===== config.mk =====
export PLATFORM = sky130hd
export DESIGN_NAME = imem_fetch_sequencer_flat
export DESIGN_NICKNAME = d
export VERILOG_FILES = /design/src/rtl/imem_fetch_sequencer_if.sv /design/src/rtl/imem_fetch_sequencer.sv /design/src/flat_wrapper.sv
export SDC_FILE = /design/constraint.sdc
export NUM_CORES = 1
export LEC_CHECK = 0
export CAP_MARGIN = 40
export CORE_MARGIN = 4
export CORE_UTILIZATION = 43
export CTS_CLUSTER_SIZE = 40
export DETAILED_ROUTE_END_ITERATION = 8
export GPL_TIMING_DRIVEN = 0
export PLACE_DENSITY = 0.76
export SLEW_MARGIN = 40
export SYNTH_ARGS = -nofsm -noshare
export SYNTH_HDL_FRONTEND = slang
export SYNTH_SLANG_ARGS = --single-unit

===== constraint.sdc =====
create_clock -name clk -period 3.05 [get_ports clk]
set_input_delay 0.61 -clock clk [delete_from_list [all_inputs] [get_ports clk]]
set_output_delay 0.61 -clock clk [all_outputs]
set_load 0.02 [all_outputs]

===== src/rtl/imem_fetch_sequencer_if.sv =====
// rtl/imem_fetch_sequencer_if.sv - loader handshake and instruction-memory bus of the fetch sequencer
interface imem_fetch_sequencer_if #(
  parameter int ADDR_W = 10
);
  logic              ld_valid;
  logic              ld_ready;
  logic [31:0]       ld_data;
  logic              ld_last;
  logic              imem_en;
  logic              imem_we;
  logic [ADDR_W-1:0] imem_addr;
  logic [31:0]       imem_wdata;
  logic [31:0]       imem_rdata;

  modport master (
    input  ld_valid, ld_data, ld_last,
    output ld_ready,
    output imem_en, imem_we, imem_addr, imem_wdata,
    input  imem_rdata
  );

  modport slave (
    output ld_valid, ld_data, ld_last,
    input  ld_ready,
    input  imem_en, imem_we, imem_addr, imem_wdata,
    output imem_rdata
  );
endinterface


===== src/rtl/imem_fetch_sequencer.sv =====
// rtl/imem_fetch_sequencer.sv - loads instruction memory from a boot stream, then fetches with stall/branch handling
module imem_fetch_sequencer #(
  parameter int          ADDR_W   = 10,
  parameter logic [31:0] RESET_PC = 32'h0,
  parameter logic [31:0] NOP_WORD = 32'h0
) (
  input  logic        clk,
  input  logic        rst_n,
  imem_fetch_sequencer_if.master bus,
  input  logic        reload,
  input  logic        stall,
  input  logic        br_taken,
  input  logic [31:0] br_pc,
  input  logic [15:0] br_offset,
  output logic        if_valid,
  output logic [31:0] if_pc,
  output logic [31:0] if_instr,
  output logic        busy
);
  localparam logic [0:0]        S_LOAD    = 1'b0;
  localparam logic [0:0]        S_RUN     = 1'b1;
  localparam logic [ADDR_W-1:0] LAST_ADDR = '1;

  logic [0:0]        state;
  logic [ADDR_W-1:0] ld_ptr;
  logic [31:0]       pc;
  logic              out_valid;
  logic [31:0]       out_pc;
  logic              fresh;
  logic [31:0]       held_instr;
  logic              run;
  logic              issue;
  logic [31:0]       target;

  assign run    = (state == S_RUN);
  assign issue  = run & ~reload & ~br_taken & ~stall;
  assign target = (br_pc & 32'hFFFF_FFFC) + 32'd4 + {{14{br_offset[15]}}, br_offset, 2'b00};

  assign bus.ld_ready   = ~run;
  assign busy           = ~run;
  assign bus.imem_en    = run ? issue : bus.ld_valid;
  assign bus.imem_we    = ~run & bus.ld_valid;
  assign bus.imem_addr  = run ? pc[ADDR_W+1:2] : ld_ptr;
  assign bus.imem_wdata = bus.ld_data;

  // fresh: the read issued last cycle lands on imem_rdata now; otherwise replay the captured word
  assign if_valid = out_valid;
  assign if_pc    = out_pc;
  assign if_instr = !out_valid ? NOP_WORD : (fresh ? bus.imem_rdata : held_instr);

  always_ff @(posedge clk) begin
    if (!rst_n) begin
      state      <= S_LOAD;
      ld_ptr     <= '0;
      pc         <= RESET_PC;
      out_valid  <= 1'b0;
      out_pc     <= 32'h0;
      fresh      <= 1'b0;
      held_instr <= NOP_WORD;
    end else begin
      if (fresh) held_instr <= bus.imem_rdata;
      if (state == S_LOAD) begin
        out_valid <= 1'b0;
        fresh     <= 1'b0;
        if (bus.ld_valid) begin
          ld_ptr <= ld_ptr + 1'b1;
          if (bus.ld_last || ld_ptr == LAST_ADDR) begin
            state <= S_RUN;
            pc    <= RESET_PC;
          end
        end
      end else if (reload) begin
        state     <= S_LOAD;
        ld_ptr    <= '0;
        out_valid <= 1'b0;
        fresh     <= 1'b0;
      end else if (br_taken) begin
        pc        <= target;
        out_valid <= 1'b0;
        fresh     <= 1'b0;
      end else if (stall) begin
        fresh <= 1'b0;
      end else begin
        pc        <= pc + 32'd4;
        out_valid <= 1'b1;
        out_pc    <= pc;
        fresh     <= 1'b1;
      end
    end
  end
endmodule

===== src/flat_wrapper.sv =====
// flat-port wrapper written by rule: the top's interface ports become plain ports
module imem_fetch_sequencer_flat 
#(
  parameter int          ADDR_W   = 10,
  parameter logic [31:0] RESET_PC = 32'h0,
  parameter logic [31:0] NOP_WORD = 32'h0
)
  (clk, rst_n, reload, stall, br_taken, br_pc, br_offset, if_valid, if_pc, if_instr, busy, bus_ld_valid, bus_ld_data, bus_ld_last, bus_ld_ready, bus_imem_en, bus_imem_we, bus_imem_addr, bus_imem_wdata, bus_imem_rdata);
  imem_fetch_sequencer_if #(.ADDR_W(ADDR_W)) bus_i ();
  input  logic clk;
  input  logic rst_n;
  input  logic reload;
  input  logic stall;
  input  logic br_taken;
  input  logic [31:0] br_pc;
  input  logic [15:0] br_offset;
  output logic if_valid;
  output logic [31:0] if_pc;
  output logic [31:0] if_instr;
  output logic busy;
  input wire logic [$bits(bus_i.ld_valid)-1:0] bus_ld_valid;
  input wire logic [$bits(bus_i.ld_data)-1:0] bus_ld_data;
  input wire logic [$bits(bus_i.ld_last)-1:0] bus_ld_last;
  output wire logic [$bits(bus_i.ld_ready)-1:0] bus_ld_ready;
  output wire logic [$bits(bus_i.imem_en)-1:0] bus_imem_en;
  output wire logic [$bits(bus_i.imem_we)-1:0] bus_imem_we;
  output wire logic [$bits(bus_i.imem_addr)-1:0] bus_imem_addr;
  output wire logic [$bits(bus_i.imem_wdata)-1:0] bus_imem_wdata;
  input wire logic [$bits(bus_i.imem_rdata)-1:0] bus_imem_rdata;
  assign bus_i.ld_valid = bus_ld_valid;
  assign bus_i.ld_data = bus_ld_data;
  assign bus_i.ld_last = bus_ld_last;
  assign bus_ld_ready = bus_i.ld_ready;
  assign bus_imem_en = bus_i.imem_en;
  assign bus_imem_we = bus_i.imem_we;
  assign bus_imem_addr = bus_i.imem_addr;
  assign bus_imem_wdata = bus_i.imem_wdata;
  assign bus_i.imem_rdata = bus_imem_rdata;
  imem_fetch_sequencer #(.ADDR_W(ADDR_W), .RESET_PC(RESET_PC), .NOP_WORD(NOP_WORD)) u_core (.clk(clk), .rst_n(rst_n), .bus(bus_i), .reload(reload), .stall(stall), .br_taken(br_taken), .br_pc(br_pc), .br_offset(br_offset), .if_valid(if_valid), .if_pc(if_pc), .if_instr(if_instr), .busy(busy));
endmodule

Word level (Yosys, flattened, before mapping):

Index checks and enable logic that the tools add are counted.

* output and inout bits: 111
* input port bits: 119
* register bits after elaboration: 109

* reduce and logical (&&, ||, !) cells: 7
* add/sub/neg operators: 4
* equal/unequal tests: 4
* bitwise logic cells: 9
* mux-type cells: 18

Operators by type and width (count)
* 32-bit two-way mux: 8
* 32-bit by 3-bit adder with 32-bit output, second input constant: 2
* 10-bit two-way mux: 4
* 32-bit adder: 1
* 10-bit by 1-bit adder with 10-bit output, second input constant: 1
* 10-bit == test, second input constant: 1
* 4-bit AND reduction: 2
* 1-bit two-way mux: 6
* 1-bit inverter: 5
* 1-bit AND: 4
* 2-bit != test, second input constant: 2
* 2-bit nonzero test: 2
* 4-bit OR reduction: 1
* 3-bit != test, second input constant: 1
* 2-bit AND reduction: 1
* 1-bit logical OR: 1

Longest topological paths before layout:

Gate-level depths: netlist of run 1.

* depth after elaboration: 5
* gate-level depth with buffers: 14

Worst setup path after synthesis of run 1:

OpenSTA, ideal clock, no wires.

* path kind: input-to-reg
* start: in br_pc[3]
* end: reg u_core.pc[31]
* path buffers: 0
* required time: 2.930 ns
* stages: 12
* slack: -0.006 ns
* setup time: 0.120 ns
* arrival time: 2.937 ns
* cell sequence: ha_1 ha_1 inv_1 fa_1 nor2b_1 o31a_2 nor3_1 o41a_1 a211oi_2 o21ai_1 and3_1 a211o_1

* cells in the longest elaborated chain, start to end: 5

RTL lines
* from (decl): line flat_wrapper.sv:15 `input logic [31:0] br_pc;`
* 32-bit by 3-bit adder with 32-bit output: line imem_fetch_sequencer.sv:37 `assign target = (br_pc & 32'hFFFF_FFFC) + 32'd4 + {{14{br_offset[15]}}, br_offset, 2'b00};`
* 32-bit adder: line imem_fetch_sequencer.sv:37
* 32-bit two-way mux: line imem_fetch_sequencer.sv:77 `end else if (br_taken) begin`
* 32-bit two-way mux: line imem_fetch_sequencer.sv:72 `end else if (reload) begin`
* 32-bit two-way mux: line imem_fetch_sequencer.sv:62 `if (state == S_LOAD) begin`
* to (signal assigned): line imem_fetch_sequencer.sv:78 `pc <= target;`
* to (signal assigned): line imem_fetch_sequencer.sv:84 `pc <= pc + 32'd4;`
* to (decl): line imem_fetch_sequencer.sv:26 `logic [31:0] pc;`

Every way passes these cells. The select of a mux whose other input is x is not followed.
A chain may end at the register's enable or synchronous reset.

Worst setup path in the final report of run 1:

* start: in br_offset[9]
* end: reg u_core.pc[27]

* cells in the longest elaborated chain, start to end: 4

RTL lines
* from (decl): line flat_wrapper.sv:16 `input logic [15:0] br_offset;`
* 32-bit adder: line imem_fetch_sequencer.sv:37
* 32-bit two-way mux: line imem_fetch_sequencer.sv:77
* 32-bit two-way mux: line imem_fetch_sequencer.sv:72
* 32-bit two-way mux: line imem_fetch_sequencer.sv:62

Every way passes these cells. The select of a mux whose other input is x is not followed.

==> impl_metrics.json, run 1 <==
{
  "outcome": "finished clean",
  "fin_tns_setup_ps": 0,
  "hp-class": "register to register",
  "reg2reg_from": "u_core.ld_ptr[0]",
  "final_common_cell": "clkdlybuf4s50_1",
  "fin_crit_sh": 0.998,
  "antenna_found_initial": 0,
  "vias": 7360,
  "drtAntennaViolNets": 0,
  "root_buffer": "clkbuf_16",
  "r2r_cells": 9,
  "maxCapViolCount": 0,
  "netlist_area_sq_mm": 0.00705,
  "die_area_sq_mm": 0.0185,
  "cp.arrival_ps": 3290,
  "initial_core_util": 0.441,
  "finalPower_mw": 3.58,
  "path_class": "primary input to register",
  "post_dp_cell_area_sq_mm": 0.00929,
  "grt_pass1_vias": 6637,
  "clkTransAtPathRegs_ps": 70,
  "slew_headroom": 0.508,
  "regToRegSetupSlack_ps": 460,
  "grt_pass1_wl_um": 33100,
  "multi_input_area_sq_mm": 0.00494,
  "fp.dieW_um": 136,
  "clock_skew_ps": 10.5,
  "drc": 0,
  "ys_seq_area_frac": 0.298,
  "io_buffers": 192,
  "rsz0062_at_grt": "true",
  "ios": 230,
  "n_fill_cell": 1383,
  "max_freq_ghz": 0.328,
  "diodes": 0,
  "async_flop_share": 0,
  "fin_hold_ws_ps": 455,
  "areaGrowthSynthToFinish_pct": 44.8,
  "cts_tree": "yes",
  "core_area_sq_mm": 0.0160,
  "yosys_warnings": 0,
  "synth_ff_type": "dfxtp_1",
  "layout.cells.non_filler": 1344,
  "p_per_area_mw_per_mm2": 350,
  "grt_max_degree": 18,
  "grtUsageTotal": 0.218,
  "min_to": "u_core.if_pc[24]",
  "drive_gt1_frac": 0.150,
  "final_cell_mix": "clkdlybuf4s50_1, nand2_1, nor2_1",
  "overflow": 0,
  "die_y_um": 136,
  "leakagePower_nw": 3.88,
  "ys_seq_elements": 105,
  "first_pass_iters": 6,
  "synth_area_per_cell_sq_um": 7.79,
  "ir_worst_vdd_v": 0.000233,
  "register_area_sq_mm": 0.00210,
  "min_from": "u_core.if_pc[24]",
  "cts_buffer_depth": 2,
  "viasPerCell": 5.48,
  "cts_hold_buf": 0,
  "ys_types": 77,
  "crit_fanout": 6,
  "clock_latency_ps": 350,
  "syn_inst": 905,
  "drv_slew": 0,
  "worstPathRequired_ps": 3300,
  "start_kind": "primary input",
  "finalCriticalPeriod_ps": 3040,
  "hold_viol": 0,
  "clkSinkCount": 105,
  "numCtsBuffers": 9,
  "gp_congestion": 0.918,
  "timing.rr.end": "u_core.pc[16]",
  "final_area_sq_mm": 0.0102,
  "min_path_cells": 2,
  "setup_viol": 0,
  "cp-end-kind": "register",
  "wl_um": 22000,
  "worstMarginPinSlew_ps": 737,
  "h-tree-depth": 3,
  "synth_edf_count": 0,
  "dpl.hpwl_um": 16300,
  "rows": 46,
  "dp_cells": 1314,
  "drtIter0Drc": 577,
  "layout.nets": 1302,
  "post_drt_wl_per_cell_um": 16.4
}
## critical path: stages
cell	delay (ps)
clkdlybuf4s50_1	400
ha_1	330
ha_4	310
nand3_2	90
a2111oi_2	370
a41oi_1	90
o41a_1	220
a211oi_4	320
buf_6	140
o21a_1	130
nor3_2	40
o211a_1	220
## worst max path at each step
stage	from	end	slack, ps	depth (start not counted)
final	br_offset[9]	u_core.pc[27]	5	12
after global routing	br_pc[20]	u_core.pc[27]	-90	12
after CTS	br_pc[15]	u_core.pc[24]	-0.003	11
after detailed placement	br_offset[15]	u_core.pc[31]	-1010	11
after global placement	br_offset[15]	u_core.pc[31]	-1000	11
after floorplan	br_pc[2]	u_core.pc[31]	2	14
## power breakdown
part           leakage, nW  switching, mW  total [mW]  internal, mW
sequential           0.847         0.0146        1.40          1.38
combinational         2.90          0.542        1.08         0.534
clock                0.137          0.519        1.10         0.582
total                 3.88           1.08        3.58          2.50
## through the flow
stage / utilization / setup slack (ps)
6_report: 0.638 / 5.26
5_1_grt: 0.638 / -90.7
4_1_cts: 0.612 / -0.00333
3_5_place_dp: 0.580 / -1010
3_3_place_gp: 0.580 / -996
2_1_floorplan: - / 2.43
## routing by layer
metal | track usage | wire length, um
met5 | 0 | 0
met4 | 0.0666 | 489
met3 | 0.0355 | 2020
met2 | 0.361 | 10200
met1 | 0.292 | 9290
## flip-flops by register name (all words and copies together) (netlist names)
| name | cells |
|---|---|
| u_core.held_instr | 32 |
| u_core.if_pc | 30 |
| u_core.pc | 30 |
| u_core.ld_ptr | 10 |
| u_core.fresh | 1 |
| u_core.if_valid | 1 |
| u_core.run | 1 |
## cell type report
| type | instances | area share |
|---|---|---|
| Multi-Input combinational cell | 702 | 0.484 |
| Sequential cell | 105 | 0.206 |
| Timing Repair Buffer | 207 | 0.202 |
| Buffer | 82 | 0.0482 |
| Tap cell | 216 | 0.0265 |
| Clock buffer | 11 | 0.0238 |
| Inverter | 16 | 0.00588 |
| Clock inverter | 5 | 0.00380 |
## kinds of logic after synthesis
kind of cell    count (synthesis)  share of synthesized area
simple gates                  353                      0.224
compound gates                213                      0.189
flops                         105                      0.298
buf+inv                        99                     0.0775
fa+ha+maj                      60                      0.108
mux                            49                     0.0718
xor+xnor                       25                     0.0310
other cells                     1                   0.000532
## repair_timing
action,CTS,global route
buffers inserted,8,7
setup endpoints to repair,40,16
resized for setup,48,72
pin swaps,18,33
## cell usage after synthesis, drive strengths merged (13+ instances only)
| cell | n | area (sq um) |
|---|---|---|
| nand3 | 32 | 160 |
| xnor2 | 17 | 149 |
| a21o | 13 | 100 |
| clkbuf | 36 | 160 |
| nor2 | 121 | 464 |
| a21oi | 78 | 394 |
| dfxtp | 105 | 2100 |
| nand2 | 123 | 462 |
| mux2i | 36 | 360 |
| buf | 46 | 317 |
| o21ai | 51 | 255 |
| ha | 59 | 738 |
| inv | 16 | 60.1 |
| mux2 | 13 | 146 |
| nor3 | 23 | 120 |
Power figures use the tool's default switching activity.
==> run 2, diff against run 1 <==
--- a/config.mk
+++ b/config.mk
@@ -12,6 +12,7 @@
 export DETAILED_ROUTE_END_ITERATION = 8
 export GPL_TIMING_DRIVEN = 0
 export PLACE_DENSITY = 0.76
+export SKIP_CTS_REPAIR_TIMING = 1
 export SLEW_MARGIN = 40
 export SYNTH_ARGS = -nofsm -noshare
 export SYNTH_HDL_FRONTEND = slang
==> impl_metrics.json, run 2 (synthesis gave the netlist of run 1 again) <==
{
  "outcome": "finished clean",
  "clkTransAtPathRegs_ps": 60,
  "start_kind": "primary input",
  "drtAntennaViolNets": 0,
  "maxCapViolCount": 0,
  "first_pass_iters": 5,
  "grt_max_degree": 18,
  "cts_tree": "yes",
  "io_buffers": 192,
  "clock_latency_ps": 350,
  "dp_cells": 1314,
  "rsz0062_at_grt": "true",
  "layout.cells.non_filler": 1343,
  "die_y_um": 136,
  "diodes": 0,
  "gp_congestion": 0.918,
  "areaGrowthSynthToFinish_pct": 44.3,
  "final_core_util": 0.636,
  "rows": 46,
  "max_stage_delay_ps": 420,
  "overflow": 0,
  "wl_um": 21800,
  "crit_family": "compound AO/OA/AOI/OAI gates",
  "clkSinkCount": 105,
  "worstMarginPinSlew_ps": 741,
  "final_common_cell": "clkdlybuf4s50_1",
  "drive_gt1_frac": 0.142,
  "crit_fanout": 7,
  "slew_headroom": 0.506,
  "viasPerCell": 5.48,
  "regToRegSetupSlack_ps": 440,
  "h-tree-depth": 3,
  "fin_crit_sh": 1.00,
  "finalCriticalPeriod_ps": 3050,
  "largest_register": "u_core.held_instr",
  "grtUsageTotal": 0.213,
  "numCtsBuffers": 9,
  "reg2reg_from": "u_core.ld_ptr[0]",
  "drv_slew": 0,
  "p_per_area_mw_per_mm2": 350,
  "critical_path.cell_chain": "clkdlybuf4s50_1, ha_1, ha_4, nand3_1, a2111oi_4, a41oi_1, o41a_1, a211oi_4, o21ai_1, and3_1, a211o_1",
  "post_drt_wl_per_cell_um": 16.2,
  "drc": 0,
  "ir_worst_vdd_v": 0.000232,
  "critPathBufInv": 1,
  "layout.nets": 1301,
  "clock_skew_ps": 10.2,
  "min_from": "u_core.if_pc[24]",
  "cts_buffer_depth": 2,
  "root_buffer": "clkbuf_16",
  "grt_pass1_wl_um": 32300,
  "antenna_found_initial": 0,
  "max_freq_ghz": 0.328,
  "dpl.hpwl_um": 16300,
  "crit_start": "br_pc[20]",
  "grt_pass1_vias": 6486,
  "vias": 7363,
  "initial_core_util": 0.441,
  "die_area_sq_mm": 0.0185,
  "largest_reg_flops": 32,
  "path_class": "primary input to register",
  "cp-end-kind": "register",
  "hold_viol": 0,
  "ios": 230,
  "worstPathRequired_ps": 3280,
  "setup_viol": 0,
  "leakagePower_nw": 3.89,
  "n_fill_cell": 1393,
  "cpMaxStageDelayCell": "clkdlybuf4s50_1",
  "fp.dieW_um": 136,
  "core_area_sq_mm": 0.0160,
  "drtIter0Drc": 597,
  "hp-class": "register to register",
  "final_cell_mix": "clkdlybuf4s50_1, nand2_1, nor2_1",
  "cp.arrival_ps": 3280
}
[run 2: metal layers]
metal | up-vias | wire, um | GRT usage
li1 | 3602 | - | -
met1 | 3368 | 9270 | 0.288
met2 | 360 | 10100 | 0.350
met3 | 33 | 1980 | 0.0340
met4 | 0 | 459 | 0.0616
met5 | - | 0 | 0
[run 2: metrics by stage]
stage / power (mW) / setup slack [ps] / hold slack (ps) / cell area, sq um / TNS, ps
global route: 3.72 / -98.4 / 473 / 10200 / -326
floorplan: 2.00 / 2.43 / 451 / 7090 / 0
finish: 3.56 / 0.686 / 455 / 10200 / 0
CTS: 3.41 / -854 / 457 / 9570 / -8040
detailed placement: 2.31 / -1010 / 447 / 9290 / -14060
global placement: 2.30 / -996 / 442 / 9290 / -13670
[run 2: worst reg2reg max path, cell delays in order (launching register included)]
cell      delay (ps)
dfxtp_1          380
ha_1             220
nand3_1          120
nor4_1           290
o21ai_1          260
nand2_1          250
clkbuf_1         480
o21ai_0          190
a21oi_1          180
a21oi_1           70
[run 2: worst paths after layout]
path                      end  depth (start not counted)
max             u_core.pc[31]                         11
min          u_core.if_pc[24]                          2
max reg2reg     u_core.pc[25]                          9
min reg2reg  u_core.if_pc[24]                          2
[run 2: layout make-up]
type	count	area, sq um	area share
clock buffer	11	243	0.0239
sequential	105	2100	0.207
clock inverter	5	38.8	0.00381
inverter	16	60.1	0.00590
timing repair buffer	206	2070	0.204
multi-input combinational	702	4900	0.482
buffer	82	489	0.0481
tap	216	270	0.0266
[run 2: power breakdown]
part,switching (mW),internal [mW],leakage [nW]
combinational,0.538,0.525,2.90
clock,0.516,0.582,0.137
sequential,0.0145,1.38,0.847
total,1.07,2.49,3.89
